===== src/rtl/fnc_vga_pkg.sv =====
// Shared VGA timing defaults, control-word layout and timing helpers for
// the scan-out family of video blocks.
package fnc_vga_pkg;

  localparam int unsigned DEF_H_ACTIVE = 640;
  localparam int unsigned DEF_H_FP     = 16;
  localparam int unsigned DEF_H_SYNC   = 96;
  localparam int unsigned DEF_H_BP     = 48;
  localparam int unsigned DEF_V_ACTIVE = 480;
  localparam int unsigned DEF_V_FP     = 10;
  localparam int unsigned DEF_V_SYNC   = 2;
  localparam int unsigned DEF_V_BP     = 33;
  localparam int unsigned DEF_CH_W     = 4;
  localparam int unsigned LINE_W       = 10;

  function automatic int unsigned line_total(input int unsigned act, input int unsigned fp,
                                             input int unsigned sync, input int unsigned bp);
    return act + fp + sync + bp;
  endfunction

  function automatic int unsigned sync_start(input int unsigned act, input int unsigned fp);
    return act + fp;
  endfunction

  function automatic int unsigned sync_end(input int unsigned act, input int unsigned fp,
                                           input int unsigned sync);
    return act + fp + sync;
  endfunction

  localparam int unsigned DEF_H_TOTAL = line_total(DEF_H_ACTIVE, DEF_H_FP, DEF_H_SYNC, DEF_H_BP);
  localparam int unsigned DEF_V_TOTAL = line_total(DEF_V_ACTIVE, DEF_V_FP, DEF_V_SYNC, DEF_V_BP);

  typedef struct packed {
    logic [DEF_CH_W-1:0] r;
    logic [DEF_CH_W-1:0] g;
    logic [DEF_CH_W-1:0] b;
  } rgb_def_t;

  // Counter-derived control word that travels down the read-latency delay line.
  typedef struct packed {
    logic              hsync;
    logic              vsync;
    logic              hblank;
    logic              vblank;
    logic              run;
    logic [LINE_W-1:0] line_no;
  } vga_ctl_t;

endpackage


===== src/rtl/fnc_vga_timing.sv =====
// Free-running horizontal/vertical raster counters with combinational sync,
// blank and line/frame-end strobes derived from them.
module fnc_vga_timing
  import fnc_vga_pkg::*;
#(
  parameter int unsigned H_ACTIVE = DEF_H_ACTIVE,
  parameter int unsigned H_FP     = DEF_H_FP,
  parameter int unsigned H_SYNC   = DEF_H_SYNC,
  parameter int unsigned H_BP     = DEF_H_BP,
  parameter int unsigned V_ACTIVE = DEF_V_ACTIVE,
  parameter int unsigned V_FP     = DEF_V_FP,
  parameter int unsigned V_SYNC   = DEF_V_SYNC,
  parameter int unsigned V_BP     = DEF_V_BP,
  parameter bit          HS_POL   = 1'b0,
  parameter bit          VS_POL   = 1'b0,
  parameter int unsigned HW       = $clog2(line_total(H_ACTIVE, H_FP, H_SYNC, H_BP)),
  parameter int unsigned VW       = $clog2(line_total(V_ACTIVE, V_FP, V_SYNC, V_BP))
) (
  input  logic          clk,
  input  logic          rst,
  output logic [HW-1:0] hcnt,
  output logic [VW-1:0] vcnt,
  output logic          hsync,
  output logic          vsync,
  output logic          hblank,
  output logic          vblank,
  output logic          line_end,
  output logic          frame_end
);

  localparam int unsigned H_TOTAL  = line_total(H_ACTIVE, H_FP, H_SYNC, H_BP);
  localparam int unsigned V_TOTAL  = line_total(V_ACTIVE, V_FP, V_SYNC, V_BP);
  localparam int unsigned HS_START = sync_start(H_ACTIVE, H_FP);
  localparam int unsigned HS_END   = sync_end(H_ACTIVE, H_FP, H_SYNC);
  localparam int unsigned VS_START = sync_start(V_ACTIVE, V_FP);
  localparam int unsigned VS_END   = sync_end(V_ACTIVE, V_FP, V_SYNC);

  int unsigned h;
  int unsigned v;

  assign h = 32'(hcnt);
  assign v = 32'(vcnt);

  assign line_end  = (h == H_TOTAL - 1);
  assign frame_end = line_end && (v == V_TOTAL - 1);
  assign hblank    = (h >= H_ACTIVE);
  assign vblank    = (v >= V_ACTIVE);
  assign hsync     = (h >= HS_START && h < HS_END) ? HS_POL : ~HS_POL;
  assign vsync     = (v >= VS_START && v < VS_END) ? VS_POL : ~VS_POL;

  always_ff @(posedge clk) begin
    if (rst) begin
      hcnt <= '0;
      vcnt <= '0;
    end else if (line_end) begin
      hcnt <= '0;
      vcnt <= frame_end ? '0 : vcnt + 1'b1;
    end else begin
      hcnt <= hcnt + 1'b1;
    end
  end

endmodule


===== src/rtl/fnc_vga_scanout.sv =====
// Parametrised VGA scan-out: fetches pixels ahead of the beam and delays the
// raster controls so sync/blank line up with the returned VRAM data.
module fnc_vga_scanout
  import fnc_vga_pkg::*;
#(
  parameter int unsigned H_ACTIVE = DEF_H_ACTIVE,
  parameter int unsigned H_FP     = DEF_H_FP,
  parameter int unsigned H_SYNC   = DEF_H_SYNC,
  parameter int unsigned H_BP     = DEF_H_BP,
  parameter int unsigned V_ACTIVE = DEF_V_ACTIVE,
  parameter int unsigned V_FP     = DEF_V_FP,
  parameter int unsigned V_SYNC   = DEF_V_SYNC,
  parameter int unsigned V_BP     = DEF_V_BP,
  parameter bit          HS_POL   = 1'b0,
  parameter bit          VS_POL   = 1'b0,
  parameter int unsigned CH_W     = DEF_CH_W,
  parameter int unsigned ADDR_W   = 20,
  parameter int unsigned RD_LAT   = 1,
  parameter int unsigned SCALE    = 0
) (
  input  logic                clk,
  input  logic                rst,
  input  logic                module_en,
  input  logic [3*CH_W-1:0]   bg_color,
  output logic [ADDR_W-1:0]   addr,
  input  logic [3*CH_W-1:0]   data,
  output logic                hsync,
  output logic                vsync,
  output logic                hbrank,
  output logic                vbrank,
  output logic [CH_W-1:0]     rdata,
  output logic [CH_W-1:0]     gdata,
  output logic [CH_W-1:0]     bdata,
  output logic                frame_irq,
  output logic [LINE_W-1:0]   line_no
);

  localparam int unsigned HW         = $clog2(line_total(H_ACTIVE, H_FP, H_SYNC, H_BP));
  localparam int unsigned VW         = $clog2(line_total(V_ACTIVE, V_FP, V_SYNC, V_BP));
  localparam int unsigned LINE_STEP  = H_ACTIVE >> SCALE;
  localparam int unsigned SCALE_MASK = (1 << SCALE) - 1;
  localparam longint unsigned FB_PIXELS = longint'(V_ACTIVE >> SCALE) * longint'(LINE_STEP);

  localparam vga_ctl_t CTL_RST = '{hsync: ~HS_POL, vsync: ~VS_POL, hblank: 1'b1,
                                   vblank: 1'b1, run: 1'b0, line_no: '0};

  if (RD_LAT < 1 || RD_LAT > 4) begin : g_bad_rd_lat
    $error("fnc_vga_scanout: RD_LAT must be 1..4");
  end
  if (SCALE > 2) begin : g_bad_scale
    $error("fnc_vga_scanout: SCALE must be 0..2");
  end
  if (FB_PIXELS > (64'd1 << ADDR_W)) begin : g_addr_overflow
    $error("fnc_vga_scanout: frame buffer does not fit in ADDR_W");
  end

  logic [HW-1:0]       hcnt;
  logic [VW-1:0]       vcnt;
  logic                t_hsync;
  logic                t_vsync;
  logic                t_hblank;
  logic                t_vblank;
  logic                line_end;
  logic                frame_end;
  logic                run;
  logic [ADDR_W-1:0]   line_base;
  logic [3*CH_W-1:0]   rgb;
  logic [3*CH_W-1:0]   pix_next;
  vga_ctl_t            ctl_now;
  vga_ctl_t            pipe [RD_LAT+1];

  fnc_vga_timing #(
    .H_ACTIVE (H_ACTIVE),
    .H_FP     (H_FP),
    .H_SYNC   (H_SYNC),
    .H_BP     (H_BP),
    .V_ACTIVE (V_ACTIVE),
    .V_FP     (V_FP),
    .V_SYNC   (V_SYNC),
    .V_BP     (V_BP),
    .HS_POL   (HS_POL),
    .VS_POL   (VS_POL),
    .HW       (HW),
    .VW       (VW)
  ) u_timing (
    .clk       (clk),
    .rst       (rst),
    .hcnt      (hcnt),
    .vcnt      (vcnt),
    .hsync     (t_hsync),
    .vsync     (t_vsync),
    .hblank    (t_hblank),
    .vblank    (t_vblank),
    .line_end  (line_end),
    .frame_end (frame_end)
  );

  always_comb begin
    ctl_now         = CTL_RST;
    ctl_now.hsync   = t_hsync;
    ctl_now.vsync   = t_vsync;
    ctl_now.hblank  = t_hblank;
    ctl_now.vblank  = t_vblank;
    ctl_now.run     = run;
    ctl_now.line_no = LINE_W'(vcnt);
  end

  // Replicated rows reuse the same line_base until the last copy of the row ends.
  always_ff @(posedge clk) begin
    if (rst) begin
      run       <= 1'b0;
      line_base <= '0;
      addr      <= '0;
    end else begin
      if (frame_end) begin
        run       <= module_en;
        line_base <= '0;
      end else if (line_end && ((vcnt & VW'(SCALE_MASK)) == VW'(SCALE_MASK))) begin
        line_base <= line_base + ADDR_W'(LINE_STEP);
      end
      addr <= run ? line_base + ADDR_W'(hcnt >> SCALE) : '0;
    end
  end

  // Stage RD_LAT-1 selects the pixel so the rgb register lands beside stage RD_LAT.
  always_comb begin
    pix_next = '0;
    if (!pipe[RD_LAT-1].hblank && !pipe[RD_LAT-1].vblank)
      pix_next = pipe[RD_LAT-1].run ? data : bg_color;
  end

  always_ff @(posedge clk) begin
    if (rst) begin
      for (int unsigned k = 0; k <= RD_LAT; k++) pipe[k] <= CTL_RST;
      rgb       <= '0;
      frame_irq <= 1'b0;
    end else begin
      pipe[0] <= ctl_now;
      for (int unsigned k = 1; k <= RD_LAT; k++) pipe[k] <= pipe[k-1];
      rgb       <= pix_next;
      frame_irq <= pipe[RD_LAT-1].vblank && !pipe[RD_LAT].vblank && pipe[RD_LAT-1].run;
    end
  end

  assign hsync   = pipe[RD_LAT].hsync;
  assign vsync   = pipe[RD_LAT].vsync;
  assign hbrank  = pipe[RD_LAT].hblank;
  assign vbrank  = pipe[RD_LAT].vblank;
  assign line_no = pipe[RD_LAT].line_no;
  assign rdata   = rgb[3*CH_W-1 -: CH_W];
  assign gdata   = rgb[2*CH_W-1 -: CH_W];
  assign bdata   = rgb[CH_W-1:0];

endmodule


===== config.mk =====
export PLATFORM = sky130hd
export DESIGN_NAME = fnc_vga_scanout
export DESIGN_NICKNAME = d
export VERILOG_FILES = /design/src/rtl/fnc_vga_pkg.sv /design/src/rtl/fnc_vga_timing.sv /design/src/rtl/fnc_vga_scanout.sv
export SDC_FILE = /design/constraint.sdc
export NUM_CORES = 1
export LEC_CHECK = 0
export CELL_PAD_IN_SITES_DETAIL_PLACEMENT = 2
export CELL_PAD_IN_SITES_GLOBAL_PLACEMENT = 2
export CORE_MARGIN = 3
export CORE_UTILIZATION = 30
export CTS_CLUSTER_DIAMETER = 60
export DETAILED_ROUTE_END_ITERATION = 10
export GPL_TIMING_DRIVEN = 0
export PLACE_DENSITY = 0.72
export SYNTH_ARGS = -nofsm -noshare
export SYNTH_HDL_FRONTEND = slang
export SYNTH_SLANG_ARGS = --single-unit

===== constraint.sdc =====
create_clock -name clk -period 3.2 [get_ports clk]
set_input_delay 0.64 -clock clk [delete_from_list [all_inputs] [get_ports clk]]
set_output_delay 0.64 -clock clk [all_outputs]
set_load 0.02 [all_outputs]

Word-level counts from Yosys, hierarchy flattened --
Memory sizes are Yosys's and may differ from the RTL's. Cells that the tools add are included.
Word-level totals: RAM bits 30, word-level logic and storage cells 46, register bits 74, output and inout port bits 47, bits in latches 0, memories 1, ROM bits 0
Cells by class: muxes and demuxes 9, shifts and indexed selects 0, divide/modulo/power cells 0, bitwise logic cells 4, equal/unequal tests 2, reductions and logical operators 13, multipliers 0, $add $sub $neg 4, $lt $le $gt $ge 6
Memories:
- pipe | words 2, bits a word 15, read ports 2, clocked after Yosys merged registers in 0, wr ports 2, line fnc_vga_scanout.sv:70 | vga_ctl_t pipe [RD_LAT+1];
Operators with widths (count):
- $mux W15 | 2
- $add A10 B1 Y10 const B | 2
- $add A20 B10 Y20 | 1
- $add A20 B10 Y20 const B | 1
- $eq A10 B10 Y1 const B | 2
- $ge A10 B10 Y1 const B | 2
- $ge A10 B9 Y1 const B | 2
- $mux W12 | 1
- $lt A10 B10 Y1 const B | 1
- $lt A10 B9 Y1 const B | 1
- $mux W10 | 1
- $reduce_or A2 Y1 | 4
- $logic_and A1 B1 Y1 | 6
- $mux W1 | 5
- $logic_not A1 Y1 | 3
- $not A1 Y1 | 2
- $or A1 B1 Y1 | 2

Logic depth before layout (Yosys ltp) --
An unclocked memory read counts as a cell.
word-level depth 5, mapped depth 7, depth with buffers taken out 6

Hierarchy --
From an unflattened synthesis, not the netlist that was laid out.
Unflattened totals: cell total of the unflattened synthesis 384, area, all modules 3766.1 um2
Modules (own cells, without submodules):
- fnc_vga_scanout | cells an instance 266, times used 1, area each 2762.6 um2, sequential area each 1521.5 um2
- fnc_vga_timing | cells an instance 118, times used 1, area each 1003.5 um2, sequential area each 400.4 um2

Worst setup path before layout --
No wires, ideal clock.
path type reg-to-reg, start point register u_timing.hcnt[0], end point register line_base[17], library setup time 0.066 ns, cell stages (with the launch flop) 7, required time 3.134 ns, buffers on the path 1, setup slack 1.076 ns, clock period less this slack 2.124 ns, arrival 2.058 ns, cells stage by stage dfxtp_1 -> ha_1 -> nand4_1 -> or4_1 -> buf_2 -> or4_4 -> a21oi_2
Between the ends: word-level cells in the longest chain between the ends 3
RTL lines:
- start: declaration | line fnc_vga_timing.sv:21 | output logic [HW-1:0] hcnt,
- start signal: assignment | line fnc_vga_timing.sv:59 | hcnt <= hcnt + 1'b1;
- $eq A10 B10 Y1 (*) | line fnc_vga_timing.sv:44 | assign line_end = (h == H_TOTAL - 1);
- $logic_and A1 B1 Y1 | line fnc_vga_timing.sv:45 | assign frame_end = line_end && (v == V_TOTAL - 1);
- $reduce_or A2 Y1 (no line)
- end signal: assignment | line fnc_vga_scanout.sv:119 | line_base <= line_base + ADDR_W'(LINE_STEP);
- end: declaration | line fnc_vga_scanout.sv:66 | logic [ADDR_W-1:0] line_base;
Every way passes the cells marked *; elsewhere a longest branch is shown, timed or not. A chain may end at the register's enable or synchronous reset.

Final worst setup path --
start point register u_timing.hcnt[0], end point register line_base[19]
Same word-level chain as after synthesis.

==> results.py <==
metrics = {
    "worst_setup_path": {
        "end_kind": "register",
        "critPathMaxFanout": 10,
        "path_class": "register to register",
        "start_kind": "register",
        "worstPathArrival_ns": 2.79,
        "cp.required_ns": 3.42,
        "reg2reg_slack_ns": 0.63,
    },
    "synth": {
        "yosysTopAreaCell": "dfxtp_1",
        "synth_cells": 380,
        "yosys_register_bits": 96,
        "synth_top_area_frac": 0.5266,
        "ys.warnings.count": 0,
        "synth-edff-count": 0,
        "async_reset_ff_frac": 0,
        "syn-cell-area_um2": 3650,
        "yosysSeqAreaShare": 0.5266,
        "synthDistinctLibCells": 36,
        "avgSynthCellArea_um2": 9.605,
        "synth_nets": 417,
        "synthTopCellsByArea": "dfxtp_1, or3_1, nor2_1",
        "synthFlopType": "dfxtp_1",
    },
    "clocking": {
        "ctsHoldBuffers": 0,
        "htreeDepth": 3,
        "postCtsSetupBuffers": 0,
        "cts_buffers": 9,
        "cts_tree": "yes",
        "cts-root-buf": "clkbuf_16",
        "clkTransAtPathRegs_ns": 0.06,
        "insertion_delay_ns": 0.35,
        "cts_buffer_depth": 2,
        "cts_resized": 0,
        "cts_sinks": 96,
    },
    "drt": {
        "drt_iter0_drc": 111,
        "wl_per_cell_um": 15.70,
        "num_vias": 2975,
        "wirelength_mm": 9.580,
        "ant_nets": 0,
        "firstDrtPassIters": 4,
        "drc": 0,
        "via_per_inst": 4.877,
    },
    "power_and_ir_drop": {
        "ir_drop_mv": 0.2172,
        "p_int_mw": 1.792,
        "p_switching_mw": 0.4736,
        "swShare": 0.2090,
        "seqPwrFrac": 0.535,
        "p_leak_nw": 1.676,
        "p_per_area_nw_per_um2": 470.6,
        "p_clk_frac": 0.426,
        "comb_power_share": 0.039,
    },
    "sta": {
        "rsz0062_at_grt": "false",
        "finalCritPeriodShare": 0.8040,
        "slew_violations": 0,
        "slew_headroom": 0.4804,
        "worst_pin_slew_ns": 0.7794,
        "setup_viol": 0,
        "fin_skew_ns": 0.006384,
        "setup_tns_ns": 0,
        "hold_viol": 0,
        "finalCriticalPeriod_ns": 2.573,
        "max_freq_ghz": 0.3887,
    },
    "flow_run": {
        "cap_violations": 0,
    },
    "grt": {
        "grtUsageTotal": 0.1534,
        "grt_pass1_vias": 3249,
        "grt_max_degree": 14,
        "grt.overflow.total": 0,
        "grt_pass1_wl_mm": 16.22,
        "grt_antenna_before_repair": 0,
    },
    "place": {
        "place_congestion": 0.7270,
        "hpwlAfterDp_mm": 7.031,
        "io_buffers": 73,
    },
    "floorplan": {
        "dieArea_um2": 13530,
        "rows": 39,
        "die_h_um": 116.3,
        "core-area_um2": 11660,
        "dieWidth_um": 116.3,
        "start_util": 0.3129,
        "pin_count": 74,
    },
    "worst_hold_path": {
        "hold_class": "register to register",
    },
    "finish": {
        "finalNetCount": 501,
        "antenna_cells": 0,
        "layout_commonest_cell": "dfxtp_1",
        "fillCellCount": 1296,
        "area_growth_pct": 31.92,
        "layout-drive-gt1-share": 0.07066,
        "mostFrequentLayoutCells": "dfxtp_1, clkdlybuf4s50_1, nor2_1",
        "post-route-util": 0.4128,
    },
    "status": {
        "status": "complete, no violations",
    },
}
==> logic make-up after synthesis <==
group                    count (synthesis)  share of synthesized area
AND/OR/NAND/NOR                        153                     0.2293
buffers and inverters                   37                    0.05005
multiplexers                            12                    0.03291
flip-flops                              96                     0.5266
AO/OA/AOI/OAI                           52                    0.07679
adder cells (fa/ha/maj)                 10                    0.03634
XOR/XNOR                                20                    0.04800
==> power groups by stage <==
stage	Clock [mW]	Combinational, mW	Sequential (mW)
3_5_place_dp	0	0.0900	1.24
4_1_cts	1.01	0.0907	1.21
5_1_grt	1.07	0.0979	1.21
2_1_floorplan	0	0.0269	1.24
6_report	0.966	0.0885	1.21
3_3_place_gp	0	0.0873	1.24
==> flip-flops by register name, indices dropped and copies added, names as in the netlist <==
name and count:
frame_irq 1, line_base 13, u_timing.hcnt 10, run 1
pipe 29, u_timing.vcnt 10, rgb 12, addr 20
==> synthesized netlist by cell type, types with 6 or more instances <==
cell type  number
inv_1           9
o21ai_0        21
and2_1          6
or3_1          22
clkbuf_1       11
mux2i_1        12
nand3_1        13
xnor2_1        14
nor3_1         11
xor2_1          6
nor2_1         35
nand2_1        14
ha_1            9
buf_4          10
nor2b_1        19
nand4_1         6
dfxtp_1        96
a21oi_1        24
==> path summary, 6_finish.rpt <==
| path | cells after the start | start | to |
|---|---|---|---|
| worst max-delay path | 7 | u_timing.hcnt[0] | line_base[19] |
| worst min-delay path | 1 | pipe[0][14] | pipe[0][29] |
| worst max register to register | 7 | u_timing.hcnt[0] | line_base[19] |
| worst min register to register | 1 | pipe[0][14] | pipe[0][29] |
==> layout make-up <==
class	count	area (um2)	share of cell area
Clock inverter	1	5.005	0.001040
Multi-Input combinational cell	247	1545	0.3209
Buffer	28	148.9	0.03093
Sequential cell	96	1922	0.3992
Tap cell	143	178.9	0.03716
Clock buffer	13	250.2	0.05198
Timing Repair Buffer	73	730.7	0.1518
Inverter	9	33.78	0.007017
==> metal layers <==
layer  up-vias  track usage  routed length (um)
li1       1453            -                   -
met1      1452       0.1910                4465
met2        59       0.2574                4613
met3        11      0.03109                 328
met4         0      0.06651                 173
met5         -            0                   0
==> worst max-delay path, stage by stage, from the launching register on <==
cell and delay, ns:
dfxtp_1 0.42, ha_1 0.26, nand4_1 0.37, or3_1 0.50
buf_2 0.19, o21bai_1 0.31, buf_2 0.33, a21oi_1 0.07
==> metrics by stage <==
stage          power [mW]  std cells  setup slack [ns]  area, um2  hold slack [ns]
2_1_floorplan       1.271        380             1.076       3650           0.3895
3_3_place_gp        1.326        596            0.6325       4559           0.3931
3_5_place_dp        1.329        596            0.6016       4559           0.3975
4_1_cts             2.312        610            0.5917       4815           0.4161
5_1_grt             2.380        610            0.3354       4815           0.4460
6_report            2.266        610            0.6271       4815           0.4133
(Power assumes the default switching activity.)
